## config.mk

```make
export PLATFORM = sky130hd
export DESIGN_NAME = tile_loader
export DESIGN_NICKNAME = d
export VERILOG_FILES = /design/src/rtl/tile_loader.sv
export SDC_FILE = /design/constraint.sdc
export NUM_CORES = 1
export LEC_CHECK = 0
export CELL_PAD_IN_SITES_DETAIL_PLACEMENT = 0
export CELL_PAD_IN_SITES_GLOBAL_PLACEMENT = 2
export CORE_ASPECT_RATIO = 1.1
export CORE_MARGIN = 3
export CORE_UTILIZATION = 30
export CTS_BUF_LIST = sky130_fd_sc_hd__clkbuf_8
export CTS_CLUSTER_DIAMETER = 120
export CTS_CLUSTER_SIZE = 20
export DETAILED_ROUTE_END_ITERATION = 8
export GPL_TIMING_DRIVEN = 0
export MAX_ROUTING_LAYER = met4
export PLACE_DENSITY_LB_ADDON = 0.3
export SYNTH_ARGS = -nofsm -noshare
export SYNTH_HDL_FRONTEND = slang
export SYNTH_SLANG_ARGS = --single-unit
```

## constraint.sdc

```tcl
create_clock -name clk -period 4.39 [get_ports clk]
set_input_delay 1.0975 -clock clk [delete_from_list [all_inputs] [get_ports clk]]
set_output_delay 1.0975 -clock clk [all_outputs]
set_load 0.01 [all_outputs]
```

## src/rtl/tile_loader.sv

```systemverilog
// tile_loader: host-side transmitter that streams one tile of kernel weights,
// input activations and overlap-column activations from a word-addressed
// source memory into the accelerator's kernel memory, input memory and
// overlap cache.
//
// Ports:
//   clk, arst_in          clock, asynchronous active-high reset
//   start                 one-cycle load request, honoured only when idle
//   src_base, kernel_base source region bases, latched at start
//   rows_valid            real rows in the tile (saturates at TILE_H), latched at start
//   busy, done            busy while a tile is in flight; done pulses on return to idle
//   src_re, src_addr      source read request
//   src_data              source read data, one cycle after src_re
//   a_input, b_input      chip write address / data
//   int_mem_we            chip internal-memory write strobe
//   overlap_cache_we      chip overlap-cache write strobe
//   b_zero                chip forces the written activation to zero
//   data_ready            one-cycle pulse once the whole tile is written
//   fsm_done              chip finished computing on the tile
module tile_loader #(
  parameter int unsigned IO_DATA_WIDTH   = 16,
  parameter int unsigned SRC_ADDR_WIDTH  = 20,
  parameter int unsigned TILE_W          = 64,
  parameter int unsigned TILE_H          = 128,
  parameter int unsigned OUT_CH_PER_TILE = 16,
  parameter int unsigned KERNEL_SIZE     = 3
) (
  input  logic                      clk,
  input  logic                      arst_in,
  input  logic                      start,
  input  logic [SRC_ADDR_WIDTH-1:0] src_base,
  input  logic [SRC_ADDR_WIDTH-1:0] kernel_base,
  input  logic [7:0]                rows_valid,
  output logic                      busy,
  output logic                      done,
  output logic                      src_re,
  output logic [SRC_ADDR_WIDTH-1:0] src_addr,
  input  logic [IO_DATA_WIDTH-1:0]  src_data,
  output logic [15:0]               a_input,
  output logic [IO_DATA_WIDTH-1:0]  b_input,
  output logic                      int_mem_we,
  output logic                      overlap_cache_we,
  output logic                      b_zero,
  output logic                      data_ready,
  input  logic                      fsm_done
);

  localparam int unsigned X_W         = $clog2(TILE_W);
  localparam int unsigned Y_W         = $clog2(TILE_H);
  localparam int unsigned OC_W        = $clog2(OUT_CH_PER_TILE);
  localparam int unsigned K_W         = 2;
  localparam int unsigned KIDX_W      = 1 + 2 * K_W + OC_W;
  localparam int unsigned IIDX_W      = 1 + Y_W + X_W;
  localparam int unsigned OIDX_W      = 1 + Y_W;
  localparam int unsigned IDX_W       = IIDX_W;
  localparam int unsigned ROWS_W      = 8;
  localparam int unsigned CHIP_AW     = 16;
  localparam int unsigned OVL_SRC_OFS = 2 * TILE_W * TILE_H;
  localparam logic [CHIP_AW-1:0] KMEM_SEL = 16'h8000;

  typedef enum logic [2:0] {
    S_IDLE,
    S_KERNEL,
    S_INPUT,
    S_OVERLAP,
    S_FLUSH,
    S_SIGNAL,
    S_WAIT_DONE
  } state_t;

  // One chip write beat, carried from the read-issue stage to the write stage
  typedef struct packed {
    logic               int_we;
    logic               ovl_we;
    logic               zero;
    logic [CHIP_AW-1:0] addr;
  } wr_beat_t;

  state_t                    r_state, w_state_nxt;
  logic [IDX_W-1:0]          r_idx, w_idx_nxt;
  logic [SRC_ADDR_WIDTH-1:0] r_src_base, w_src_base_nxt;
  logic [SRC_ADDR_WIDTH-1:0] r_kernel_base, w_kernel_base_nxt;
  logic [ROWS_W-1:0]         r_rows, w_rows_nxt;
  logic                      w_done_nxt;
  logic                      w_data_ready_nxt;

  logic [OC_W-1:0]           w_k_oc;
  logic [K_W-1:0]            w_k_kx;
  logic [K_W-1:0]            w_k_ky;
  logic                      w_k_inch;
  logic                      w_k_oc_last;
  logic                      w_k_kx_last;
  logic                      w_k_ky_last;
  logic                      w_k_last;
  logic [KIDX_W-1:0]         w_k_inc;

  wr_beat_t                  w_iss_nxt, r_iss, r_wr;
  logic                      w_re_nxt, r_src_re;
  logic [SRC_ADDR_WIDTH-1:0] w_addr_nxt, r_src_addr;
  logic [Y_W-1:0]            w_iss_y;
  logic                      w_iss_pad;

  logic                      r_busy;
  logic                      r_done;
  logic                      r_data_ready;

  // Kernel index step: outch innermost, then kx, ky, inch; ky/kx skip index 3
  always_comb begin
    w_k_oc      = r_idx[OC_W-1:0];
    w_k_kx      = r_idx[OC_W +: K_W];
    w_k_ky      = r_idx[OC_W+K_W +: K_W];
    w_k_inch    = r_idx[OC_W+2*K_W];
    w_k_oc_last = (w_k_oc == OC_W'(OUT_CH_PER_TILE - 1));
    w_k_kx_last = (w_k_kx == K_W'(KERNEL_SIZE - 1));
    w_k_ky_last = (w_k_ky == K_W'(KERNEL_SIZE - 1));
    w_k_last    = w_k_oc_last && w_k_kx_last && w_k_ky_last && w_k_inch;
    w_k_inc     = '0;
    w_k_inc[OC_W-1:0]          = w_k_oc_last ? '0 : w_k_oc + OC_W'(1);
    w_k_inc[OC_W +: K_W]       = !w_k_oc_last ? w_k_kx :
                                 (w_k_kx_last ? '0 : w_k_kx + K_W'(1));
    w_k_inc[OC_W+K_W +: K_W]   = !(w_k_oc_last && w_k_kx_last) ? w_k_ky :
                                 (w_k_ky_last ? '0 : w_k_ky + K_W'(1));
    w_k_inc[OC_W+2*K_W]        = w_k_inch ^ (w_k_oc_last && w_k_kx_last && w_k_ky_last);
  end

  // Next-state, index and latched-parameter logic
  always_comb begin
    w_state_nxt       = r_state;
    w_idx_nxt         = r_idx;
    w_src_base_nxt    = r_src_base;
    w_kernel_base_nxt = r_kernel_base;
    w_rows_nxt        = r_rows;
    w_done_nxt        = 1'b0;
    w_data_ready_nxt  = 1'b0;
    case (r_state)
      S_IDLE: begin
        if (start) begin
          w_state_nxt       = S_KERNEL;
          w_idx_nxt         = '0;
          w_src_base_nxt    = src_base;
          w_kernel_base_nxt = kernel_base;
          w_rows_nxt        = (rows_valid > ROWS_W'(TILE_H)) ? ROWS_W'(TILE_H) : rows_valid;
        end
      end
      S_KERNEL: begin
        if (w_k_last) begin
          w_state_nxt = S_INPUT;
          w_idx_nxt   = '0;
        end else begin
          w_idx_nxt = IDX_W'(w_k_inc);
        end
      end
      S_INPUT: begin
        if (r_idx == {IDX_W{1'b1}}) begin
          w_state_nxt = S_OVERLAP;
          w_idx_nxt   = '0;
        end else begin
          w_idx_nxt = r_idx + IDX_W'(1);
        end
      end
      S_OVERLAP: begin
        if (r_idx[OIDX_W-1:0] == {OIDX_W{1'b1}}) begin
          w_state_nxt = S_FLUSH;
          w_idx_nxt   = '0;
        end else begin
          w_idx_nxt = r_idx + IDX_W'(1);
        end
      end
      S_FLUSH:  w_state_nxt = S_SIGNAL;
      S_SIGNAL: begin
        w_state_nxt      = S_WAIT_DONE;
        w_data_ready_nxt = 1'b1;
      end
      S_WAIT_DONE: begin
        if (fsm_done) begin
          w_state_nxt = S_IDLE;
          w_done_nxt  = 1'b1;
        end
      end
      default: w_state_nxt = S_IDLE;
    endcase
  end

  // Read-issue decode for the upcoming cycle; padded rows write zero without a read
  always_comb begin
    w_iss_nxt  = '0;
    w_re_nxt   = 1'b0;
    w_addr_nxt = '0;
    w_iss_y    = '0;
    w_iss_pad  = 1'b0;
    case (w_state_nxt)
      S_KERNEL: begin
        w_iss_nxt.int_we = 1'b1;
        w_iss_nxt.addr   = KMEM_SEL | CHIP_AW'(w_idx_nxt[KIDX_W-1:0]);
        w_re_nxt         = 1'b1;
        w_addr_nxt       = w_kernel_base_nxt + SRC_ADDR_WIDTH'(w_idx_nxt[KIDX_W-1:0]);
      end
      S_INPUT: begin
        w_iss_y          = w_idx_nxt[X_W +: Y_W];
        w_iss_pad        = (ROWS_W'(w_iss_y) >= w_rows_nxt);
        w_iss_nxt.int_we = 1'b1;
        w_iss_nxt.zero   = w_iss_pad;
        w_iss_nxt.addr   = CHIP_AW'(w_idx_nxt);
        w_re_nxt         = !w_iss_pad;
        if (!w_iss_pad) begin
          w_addr_nxt = w_src_base_nxt + SRC_ADDR_WIDTH'(w_idx_nxt);
        end
      end
      S_OVERLAP: begin
        w_iss_y          = w_idx_nxt[Y_W-1:0];
        w_iss_pad        = (ROWS_W'(w_iss_y) >= w_rows_nxt);
        w_iss_nxt.ovl_we = 1'b1;
        w_iss_nxt.zero   = w_iss_pad;
        w_iss_nxt.addr   = CHIP_AW'(w_idx_nxt[OIDX_W-1:0]);
        w_re_nxt         = !w_iss_pad;
        if (!w_iss_pad) begin
          w_addr_nxt = w_src_base_nxt + SRC_ADDR_WIDTH'(OVL_SRC_OFS)
                     + SRC_ADDR_WIDTH'(w_idx_nxt[OIDX_W-1:0]);
        end
      end
      default: ;
    endcase
  end

  // FSM state, counters and latched tile parameters
  always_ff @(posedge clk or posedge arst_in) begin
    if (arst_in) begin
      r_state       <= S_IDLE;
      r_idx         <= '0;
      r_src_base    <= '0;
      r_kernel_base <= '0;
      r_rows        <= '0;
      r_busy        <= 1'b0;
      r_done        <= 1'b0;
      r_data_ready  <= 1'b0;
    end else begin
      r_state       <= w_state_nxt;
      r_idx         <= w_idx_nxt;
      r_src_base    <= w_src_base_nxt;
      r_kernel_base <= w_kernel_base_nxt;
      r_rows        <= w_rows_nxt;
      r_busy        <= (w_state_nxt != S_IDLE);
      r_done        <= w_done_nxt;
      r_data_ready  <= w_data_ready_nxt;
    end
  end

  // Two-stage pipeline: read issue, then the write aligned with src_data
  always_ff @(posedge clk or posedge arst_in) begin
    if (arst_in) begin
      r_src_re   <= 1'b0;
      r_src_addr <= '0;
      r_iss      <= '0;
      r_wr       <= '0;
    end else begin
      r_src_re   <= w_re_nxt;
      r_src_addr <= w_addr_nxt;
      r_iss      <= w_iss_nxt;
      r_wr       <= r_iss;
    end
  end

  assign busy             = r_busy;
  assign done             = r_done;
  assign data_ready       = r_data_ready;
  assign src_re           = r_src_re;
  assign src_addr         = r_src_addr;
  assign a_input          = r_wr.addr;
  assign int_mem_we       = r_wr.int_we;
  assign overlap_cache_we = r_wr.ovl_we;
  assign b_zero           = r_wr.zero;
  // Data passes straight through from the source; padded beats are forced to zero
  assign b_input          = r_wr.zero ? '0 : src_data;

endmodule
```

==> summary.md, run 1 <==
- status: completed
- CTS H-Tree Depth: 4
- Fmax achieved: 0.238 GHz
- Tcrit/Tclk final: 95.9%
- proportion of synthesized flip-flops having asynchronous set or reset: 100%
- antenna violations before repair: 0
- combined area of the multi-input logic cells: 4050 µm²
- worst path arrival time: 4550 ps
- area leader, netlist: dfrtp_1
- Worst-Margin Slew: 704 ps
- ratio of total power to cell area: 682 nW/µm²
- Mapped Area: 7070 µm²
- post-synth net total: 881
- routed wire length: 21.6 mm
- initial drt markers: 383
- via count of the first global-routing pass: 6254
- Sequential Area: 3130 µm²
- most instantiated library cell after synthesis: nand2_1
- number of unique standard cell types used by synthesis: 65
- detailed-route DRC error count: 0
- HPWL reported at the end of detailed placement: 16.3 mm
- floorplan die area: 25500 µm²
- number of clock buffers inserted by TritonCTS: 17
- placed cell count: 1201
- total vias in the final route: 6071
- routed wire length per instance: 17.1 µm
- Cell Rows: 58
- most frequent cells after synthesis: nand2_1 (159), dfrtp_1 (125), nor2_1 (48)
- post-layout power: 6.77 mW
- worst clock skew: 11.9 ps
- leakage power of the design: 4.37 nW
- Die Span Y: 167 µm
- post-synth top area share: 44.2%
- FF+latch count, synth: 125
- global-route wire length before repair: 34.6 mm
- count of antenna diodes in the layout: 0
- final period demand of the worst path: 4210 ps
- total of hold buffers inserted after clock tree synthesis: 0
- clock tree from TritonCTS: built
- Met1 Routed Length: 9.87 mm
- Setup crit end kind: flop
- number of non-filler instances in the completed layout: 1262
- global router's overall resource usage: 17.8%
- count of endpoints failing setup in the final report: 0
- residual overflow from global routing: 0
- Layout fillers: 2278
- number of nets at the end of the flow: 1057
- Mean Syn Cell Area: 9.15 µm²
- leading cell types by total area after synthesis: dfrtp_1 (44%), nand2_1 (8.4%), ha_1 (6.7%)
- endpoints failing hold: 0
- length of routed met2 wiring: 10.6 mm
- number of search-and-repair iterations in the first detailed-routing pass: 6
- largest driver fanout on the critical path: 19
- number of primary I/O pins: 127
- antenna violation net count after detailed routing: 0
- element type at the critical path start: input pin
- peak supply drop: 0.260 mV
- Max-Cap Viols: 0
- sequential-to-total area share from yosys stat: 44.2%
- CTS sink cnt: 125
- Die W: 152 µm
- effective utilization at floorplan: 30.8%
- number of port buffers: 125
- number of enable-type register cells in the synthesized netlist: 0
- core region area: 23000 µm²
- number of instances in the synthesized netlist: 773
- Worst Path Class, Setup: input pin to flop
- layout cell share with drive strength beyond 1: 16.5%
- relative area change from synthesis to final layout: 40.3%
- yosys synthesis warning count: 0
- largest net degree at the start of global routing: 38
- flip-flop cell with the highest count after synthesis: dfrtp_1
- Clock Path Buffers: 2
- placer congestion estimate: 0.855
- number of slew-limit violations in the final report: 0
- cell at the root of the clock tree: clkbuf_8
- post-detailed-route via-to-cell ratio: 4.81
- class of the most critical hold timing path: flop to flop
- Skew-Pair Late Insertion Delay: 460 ps
- clock transition at the register clock pins on the worst setup and hold paths after CTS: 80 ps
- Routed met3 length: 907 µm
- Max-Slew Margin vs Limit: 52.9%
- top metal layer carrying routed signals: met4
- required time worst endpoint: 4730 ps
-- report_power, final --
part / switching, mW / total [mW] / internal [mW]
clock network: 0.511 / 1.20 / 0.686
logic: 2.09 / 3.79 / 1.71
registers: 0.194 / 1.78 / 1.59
total: 2.79 / 6.77 / 3.98
-- worst max-delay path, stage by stage --
cell             delay (ps)
clkdlybuf4s15_2         230
or4b_4                  480
buf_6                   160
clkbuf_8                210
nand2_1                  90
and2_4                  150
inv_1                    70
ha_4                    240
a211o_1                 330
a21oi_4                 220
a21oi_2                  90
a21oi_2                 220
a2111oi_4               130
o31ai_4                 230
a211oi_2                110
xnor2_1                 140
a221o_1                 340
-- cells by family (layout without fill, tap and decap cells) --
kind of cell	after synthesis	in the layout	share of synthesized area (%)
and+or+nand+nor	328	328	21.8
AOI/OAI and AO/OA	151	151	14.7
DFF	125	125	44.2
buffers and inverters	65	254	3.75
xor gates and xnor gates	47	47	5.82
adders and majority gates	40	40	7.29
muxes	16	16	2.37
other	1	1	0.0530
-- per-layer routing --
metal | track usage, % | up-vias
li1 | - | 3035
met1 | 23.2 | 2879
met2 | 28.8 | 142
met3 | 3.30 | 15
met4 | 4.69 | 0
met5 | - | -
-- flip-flops by register name (all words and copies together), names as in the netlist, 3 cells and up --
name           count
r_rows             8
r_iss             18
src_addr          20
r_idx             14
r_kernel_base     20
r_state            3
r_src_base        20
a_input           15
-- placed cells by master (no fill, tap or decap), drive strengths merged, types with 11 or more instances in the layout --
cell / instances
mux2i: 13
xor2: 18
a21oi: 26
o21ai: 42
inv: 36
clkbuf: 32
nor2: 49
buf: 50
xnor2: 29
clkdlybuf4s50: 124
and2: 17
nor2b: 21
nand2: 159
nand4: 11
nand3: 21
ha: 38
dfrtp: 125
nor3: 11
-- path summary, 6_finish.rpt --
kind	slack (ps)	endpoint	depth (start not counted)	from
worst max register to register	190	src_addr[19]	21	r_idx[1]
worst min register to register	350	int_mem_we	0	r_iss[18]
max in group asynchronous	2530	src_addr[14]	4	arst_in
worst max-delay path	180	src_addr[19]	17	start
min in group asynchronous	1040	a_input[1]	2	arst_in
worst min-delay path	350	int_mem_we	0	r_iss[18]
-- metrics by stage --
step / hold WS (ps) / utilization, % / area [µm²] / setup slack (ps) / setup TNS, ps
after floorplan: 331 / - / 7210 / 3.41 / 0
after global placement: 331 / 38.4 / 8840 / -1520 / -24680
after detailed placement: 335 / 38.7 / 8900 / -1480 / -23770
after CTS: 347 / 42.0 / 9660 / 0.221 / 0
after global routing: 356 / 43.1 / 9920 / -28.8 / -32.4
final: 347 / 43.1 / 9920 / 180 / 0
-- timing repair --
item,4_1_cts,5_1_grt
cloned,1,0
pin swaps,19,21
buffers inserted,17,19
resized for setup,50,40
setup endpoints to repair,22,14
-- layout make-up --
| class | instances | share of cell area [%] |
|---|---|---|
| Clock inverter | 11 | 1.80 |
| Tap cell | 300 | 3.78 |
| Multi-Input combinational cell | 583 | 40.8 |
| Buffer | 21 | 1.75 |
| Timing Repair Buffer | 165 | 16.0 |
| Clock buffer | 21 | 2.91 |
| Inverter | 36 | 1.40 |
| Sequential cell | 125 | 31.5 |
No activity file was read; power rests on OpenSTA's default activity.
==> run 2: changes to the inputs <==
RECOVER_POWER = 25   (was unset)
==> run 2 against run 1 <==
Net effect: the run now ends with capacitance limit, slew limit left; maximum frequency decreased by 0.49%; non-clock buffer count is the same; sequential cell count did not move; critical path type unchanged; largest cell class unchanged.
==> summary.md, run 2 (same netlist as run 1, synthesis figures left out) <==
- status: finished with violations, was completed
- violated checks: capacitance limit, slew limit
- Setup crit end kind: flop, unchanged
- end of the worst register-to-register path: src_addr[19], unchanged
- number of nets at the end of the flow: 1057, unchanged
- layout cell share with drive strength beyond 1: 16.3%, was 16.5%
- post-layout util: 43.0%, was 43.1%
- routed wire length per instance: 17.1 µm, about the same
- worst path arrival time: 4560 ps, was 4550 ps
- Max-Cap Viols: 2, was 0
- most used cells in the layout excluding fill and tap cells: nand2_1 (156), dfrtp_1 (123), clkdlybuf4s50_1 (122), nor2_1 (43), buf_4 (37), was nand2_1 (156), clkdlybuf4s50_1 (124), dfrtp_1 (123), nor2_1 (43), buf_4 (37)
- class of the most critical hold timing path: flop to flop, unchanged
- count of antenna diodes in the layout: 0, unchanged
- required time worst endpoint: 4720 ps, was 4730 ps
- worst clock skew: 10.7 ps, was 11.9 ps
- Layout Cell Area excl Fill: 9890 µm², was 9920 µm²
- global router's overall resource usage: 17.8%, unchanged
- Reg2Reg Launch Point: r_idx[1], unchanged
- endpoints failing hold: 0, unchanged
- number of primary I/O pins: 127, unchanged
- detailed-route DRC error count: 0, unchanged
- effective utilization at floorplan: 30.8%, unchanged
- global-route wire length before repair: 34.6 mm, unchanged
- Worst Path Class, Setup: input pin to flop, unchanged
- largest driver fanout on the critical path: 19, unchanged
- ratio of total power to cell area: 684 nW/µm², was 682 nW/µm²
- Cell Rows: 58, unchanged
- placed cell count: 1201, unchanged
- HPWL reported at the end of detailed placement: 16.3 mm, unchanged
- placed cell area: 8900 µm², unchanged
- relative area change from synthesis to final layout: 39.8%, was 40.3%
- cell at the root of the clock tree: clkbuf_8, unchanged
- post-placement setup slack: -1480 ps, unchanged
- antenna violations before repair: 0, unchanged
- final period demand of the worst path: 4230 ps, was 4210 ps
- Worst-Margin Slew: 2110 ps, was 704 ps
- number of search-and-repair iterations in the first detailed-routing pass: 4, was 6
- Die Span Y: 167 µm, unchanged
- number of non-filler instances in the completed layout: 1262, unchanged
- Die W: 152 µm, unchanged
- leakage power of the design: 4.36 nW, was 4.37 nW
- initial drt markers: 367, was 383
- antenna violation net count after detailed routing: 0, unchanged
- number of slew-limit violations in the final report: 75, was 0
- element type at the critical path start: input pin, unchanged
- core region area: 23000 µm², unchanged
- R2R Setup Slk: 170 ps, was 190 ps
- total vias in the final route: 6112, was 6071
- Max-Slew Margin vs Limit: -40.4%, was 52.9%
- Clock Path Buffers: 2, unchanged
- Final TNS setup: 0 ps, unchanged
- Fmax achieved: 0.236 GHz, was 0.238 GHz
- post-detailed-route via-to-cell ratio: 4.84, was 4.81
- largest net degree at the start of global routing: 38, unchanged
- count of endpoints failing setup in the final report: 0, unchanged
- number of port buffers: 125, unchanged
- CTS sink cnt: 125, unchanged
- post-route setup slack: 159 ps, was 180 ps
- total of hold buffers inserted after clock tree synthesis: 0, unchanged
- hold path start: r_iss[18], unchanged
- via count of the first global-routing pass: 6254, unchanged
- FF-to-FF path depth: 21, unchanged
- end point of the critical path: src_addr[19], unchanged
- floorplan die area: 25500 µm², unchanged
- routed wire length: 21.6 mm, about the same
- number of clock buffers inserted by TritonCTS: 17, unchanged
- residual overflow from global routing: 0, unchanged
- placer congestion estimate: 0.855, unchanged
- clock transition at the register clock pins on the worst setup and hold paths after CTS: 80 ps, about the same
- leading cell type in the layout, fill and taps excluded: nand2_1, unchanged
- post-layout power: 6.77 mW, about the same
- Skew-Pair Late Insertion Delay: 450 ps, was 460 ps
- CTS H-Tree Depth: 4, unchanged
- peak supply drop: 0.260 mV, about the same
- Hold WS: 348 ps, was 347 ps
- Tcrit/Tclk final: 96.4%, was 95.9%
- worst setup path startpoint: start, unchanged
- clock tree from TritonCTS: built, unchanged
## run 2: how the worst min path moves through the flow
stage | endpoint | slack, ps | cells past startpoint
after floorplan | a_input[0] | 330 | 0
after global placement | a_input[12] | 330 | 0
after detailed placement | int_mem_we | 330 | 0
after CTS | int_mem_we | 350 | 0
after global routing | int_mem_we | 360 | 0
final | int_mem_we | 350 | 0
## run 2: timing repair
item | CTS | global route
endpoints found under the setup margin | 22 | 14
endpoints found under the hold margin | 0 | 0
pin swaps | 19 | 21
setup buffers | 17 | 19
cloned | 1 | 0
gates resized for setup | 50 | 40
## run 2: worst max-delay path, cell delays in order
cell and delay (ps):
clkdlybuf4s15_2 230, or4b_4 480, buf_6 160, clkbuf_8 200, nand2_1 90, and2_4 150
inv_1 70, ha_4 240, a211o_1 330, a21oi_4 220, a21oi_2 90, a21oi_2 230
a2111oi_4 130, o31ai_4 230, a211oi_2 110, xnor2_1 140, a221o_1 340
## run 2: area by class of cell
cell class              count  area [µm²]
repair buffers            165        1560
clock inverters            11         179
fillers                  2283       13100
clock buffers              21         289
plain buffers              21         174
multi-input cells         583        4050
inverters                  36         136
well taps                 300         375
flip-flops and latches    125        3130
## run 2: routing by layer
layer  wire, µm  up-vias  GRT usage [%]
met4        275        0           4.69
met2      10600      134           28.8
met5          0        -              -
met3        804       20           3.30
li1           -     3038              -
met1       9950     2920           23.2
## run 2: where the power goes
group	internal, mW	total (mW)	switching [mW]
logic	1.70	3.79	2.09
clock network	0.686	1.19	0.507
registers	1.59	1.78	0.193
total	3.98	6.77	2.79
==> run 3: changes to the inputs <==
CAP_MARGIN = 20   (was unset)
CTS_CLUSTER_DIAMETER = 150   (was 120)
PLACE_DENSITY_LB_ADDON = 0.2   (was 0.3)
==> run 3 against run 2 <==
Net effect: the run still ends with capacitance limit, slew limit left; hold slack improved by 2.3 ps; clock skew rose by 1.5 ps; non-clock buffer count fell by 4; sequential power barely moved; combinational power fell by 2%; via count fell by 0.26%; sequential cell count did not move; largest power group unchanged.
==> summary.md, run 3 (same netlist as run 1, synthesis figures left out) <==
- status: finished with violations, unchanged
- violated checks: capacitance limit, slew limit, unchanged
- routed wire length per instance: 17.4 µm, was 17.1 µm
- largest stage delay on the critical path: 470 ps, was 480 ps
- cell at the slowest stage of the critical path: or4b_4, unchanged
- global router's overall resource usage: 17.9%, was 17.8%
- FF-to-FF path depth: 21, unchanged
- count of antenna diodes in the layout: 0, unchanged
- leading cell type in the layout, fill and taps excluded: nand2_1, unchanged
- number of nets at the end of the flow: 1053, was 1057
- worst clock skew: 12.1 ps, was 10.7 ps
- Skew-Pair Late Insertion Delay: 450 ps, about the same
- CTS sink cnt: 125, unchanged
- switch share: 42.0%, was 41.2%
- endpoints failing hold: 0, unchanged
- Max-Slew Margin vs Limit: -20.6%, was -40.4%
- total vias in the final route: 6096, was 6112
- floorplan die area: 25500 µm², unchanged
- Sw Pwr: 2.76 mW, was 2.79 mW
- residual overflow from global routing: 0, unchanged
- Max-Cap Viols: 2, unchanged
- post-layout power: 6.57 mW, was 6.77 mW
- number of port buffers: 125, unchanged
- worst path arrival time: 4610 ps, was 4560 ps
- Worst Path Class, Setup: input pin to flop, unchanged
- combinational share of power: 56.8%, was 56.0%
- ratio of total power to cell area: 672 nW/µm², was 684 nW/µm²
- final period demand of the worst path: 4290 ps, was 4230 ps
- clock transition at the register clock pins on the worst setup and hold paths after CTS: 70 ps, was 80 ps
- number of primary I/O pins: 127, unchanged
- number of clock buffers inserted by TritonCTS: 17, unchanged
- Fmax achieved: 0.233 GHz, was 0.236 GHz
- post-layout util: 42.5%, was 43.0%
- HPWL reported at the end of detailed placement: 16.4 mm, was 16.3 mm
- global-route wire length before repair: 34.9 mm, was 34.6 mm
- Worst-Margin Slew: 1810 ps, was 2110 ps
- crit path buf inv count: 5, was 4
- antenna violations before repair: 0, unchanged
- number of slew-limit violations in the final report: 70, was 75
- class of the most critical hold timing path: flop to flop, unchanged
- via count of the first global-routing pass: 6290, was 6254
- clock tree from TritonCTS: built, unchanged
- antenna violation net count after detailed routing: 0, unchanged
- Clock Path Buffers: 2, unchanged
- setup repair after global routing missed its margin: true
- R2R Setup Slk: 180 ps, was 170 ps
- placer congestion estimate: 0.822, was 0.855
- Die Span Y: 167 µm, unchanged
- Setup crit end kind: flop, unchanged
- leakage power of the design: 4.31 nW, was 4.36 nW
- core region area: 23000 µm², unchanged
- peak supply drop: 0.272 mV, was 0.260 mV
- most frequent cell on the critical path: nand2_1, was a21oi_2
- sequential share of power: 27.1%, was 26.4%
- Layout fillers: 2301, was 2283
- required time worst endpoint: 4710 ps, was 4720 ps
- hold path endpoint: overlap_cache_we, was int_mem_we
- largest net degree at the start of global routing: 42, was 38
- count of endpoints failing setup in the final report: 0, unchanged
- CTS H-Tree Depth: 4, unchanged
- depth of the worst hold-timing path: 0, unchanged
- Reg2Reg Launch Point: r_idx[0], was r_idx[1]
- Cell Rows: 58, unchanged
- Die W: 152 µm, unchanged
- largest driver fanout on the critical path: 19, unchanged
- clock network fraction of design power: 16.1%, was 17.6%
- crit-path leading delay family: simple AND/OR/NAND/NOR gates, was compound AO/OA/AOI/OAI gates
- hold path start: r_iss[17], was r_iss[18]
- cell at the root of the clock tree: clkbuf_8, unchanged
- Hold WS: 350 ps, was 348 ps
- post-detailed-route via-to-cell ratio: 4.85, was 4.84
- layout cell share with drive strength beyond 1: 15.4%, was 16.3%
- Tcrit/Tclk final: 97.6%, was 96.4%
- initial drt markers: 279, was 367
- number of search-and-repair iterations in the first detailed-routing pass: 5, was 4
- routed wire length: 21.8 mm, was 21.6 mm
- most used cells in the layout excluding fill and tap cells: nand2_1 (157), dfrtp_1 (122), clkdlybuf4s50_1 (122), nor2_1 (42), buf_4 (34), was nand2_1 (156), dfrtp_1 (123), clkdlybuf4s50_1 (122), nor2_1 (43), buf_4 (37)
- element type at the critical path start: input pin, unchanged
- effective utilization at floorplan: 30.8%, unchanged
- Internal Dissipation: 3.81 mW, was 3.98 mW
- end of the worst register-to-register path: src_addr[19], unchanged
- relative area change from synthesis to final layout: 38.1%, was 39.8%
- cells traversed along the worst timing path: clkdlybuf4s15_2, or4b_4, buf_6, clkbuf_8, clkbuf_2, nand2_1, nand2_1, ha_1, o21a_1, or2_2, buf_1, and4_1, and3_1, xnor2_1, nor2_1, a221o_1, was clkdlybuf4s15_2, or4b_4, buf_6, clkbuf_8, nand2_1, and2_4, inv_1, ha_4, a211o_1, a21oi_4, a21oi_2, a21oi_2, a2111oi_4, o31ai_4, a211oi_2, xnor2_1, a221o_1
- detailed-route DRC error count: 0, unchanged
-- run 3: layout make-up --
| type | instances | area (µm²) | area share, % |
|---|---|---|---|
| Clock buffer | 18 | 248 | 2.54 |
| Multi-Input combinational cell | 583 | 4020 | 41.2 |
| Timing Repair Buffer | 160 | 1530 | 15.6 |
| Sequential cell | 125 | 3130 | 32.1 |
| Inverter | 36 | 136 | 1.40 |
| Clock inverter | 12 | 148 | 1.51 |
| Tap cell | 300 | 375 | 3.84 |
| Buffer | 22 | 181 | 1.86 |
-- run 3: per-layer routing --
layer | global-route usage [%] | vias to the layer above | wire length [µm] | share of wire [%]
met1 | 23.5 | 2934 | 10300 | 47
met5 | - | - | 0 | 0
met3 | 3.14 | 20 | 764 | 3.5
li1 | - | 3014 | - | -
met2 | 29.1 | 128 | 10500 | 48
met4 | 3.87 | 0 | 280 | 1.3
-- run 3: worst max-delay path by stage --
stage,start,end,slack (ps),depth (start not counted)
3_3_place_gp,start,src_addr[16],-1590,22
5_1_grt,r_idx[1],src_addr[19],-80,21
4_1_cts,r_idx[1],src_addr[16],2,22
3_5_place_dp,start,src_addr[16],-1530,22
2_1_floorplan,start,src_addr[16],3,21
6_report,start,src_addr[19],100,16
-- run 3: power groups by stage --
| stage | Clock [mW] | Sequential [mW] | Combinational [mW] |
|---|---|---|---|
| final | 1.05 | 1.78 | 3.73 |
| after detailed placement | 0 | 1.78 | 3.29 |
| after global routing | 1.14 | 1.84 | 4.13 |
| after floorplan | 0 | 1.81 | 2.11 |
| after global placement | 0 | 1.78 | 3.29 |
| after CTS | 1.09 | 1.79 | 3.56 |
-- run 3: worst reg2reg max path, stage by stage (launching register included) --
cell	delay, ps
dfrtp_2	430
ha_4	170
and3_4	190
nand3_4	80
nor3b_2	50
ha_2	210
nor4b_4	340
nand2_1	140
nand2_2	100
and2_4	160
a21oi_4	40
inv_2	100
ha_4	200
a211o_1	330
a21oi_4	230
a21oi_2	100
a21oi_2	230
a2111oi_4	130
o31ai_4	230
a211oi_2	120
xnor2_1	130
a221o_1	370
-- run 3: metrics by stage --
stage	instances	setup TNS, ps	cell area [µm²]	setup slack (ps)
detailed placement	1201	-23730	8900	-1530
floorplan	773	0	7210	3.41
CTS	1249	0	9620	2.16
global placement	1198	-24910	8840	-1590
finish	1256	0	9770	103
global route	1256	-168	9770	-79.1
-- run 3: what timing repair did --
item,in CTS,in global routing
endpoints found under the setup margin,21,13
hold endpoints to repair,0,0
gates cloned,1,0
buffers inserted,23,8
pin swaps,19,24
resized for setup,49,33
hold buffers,0,0
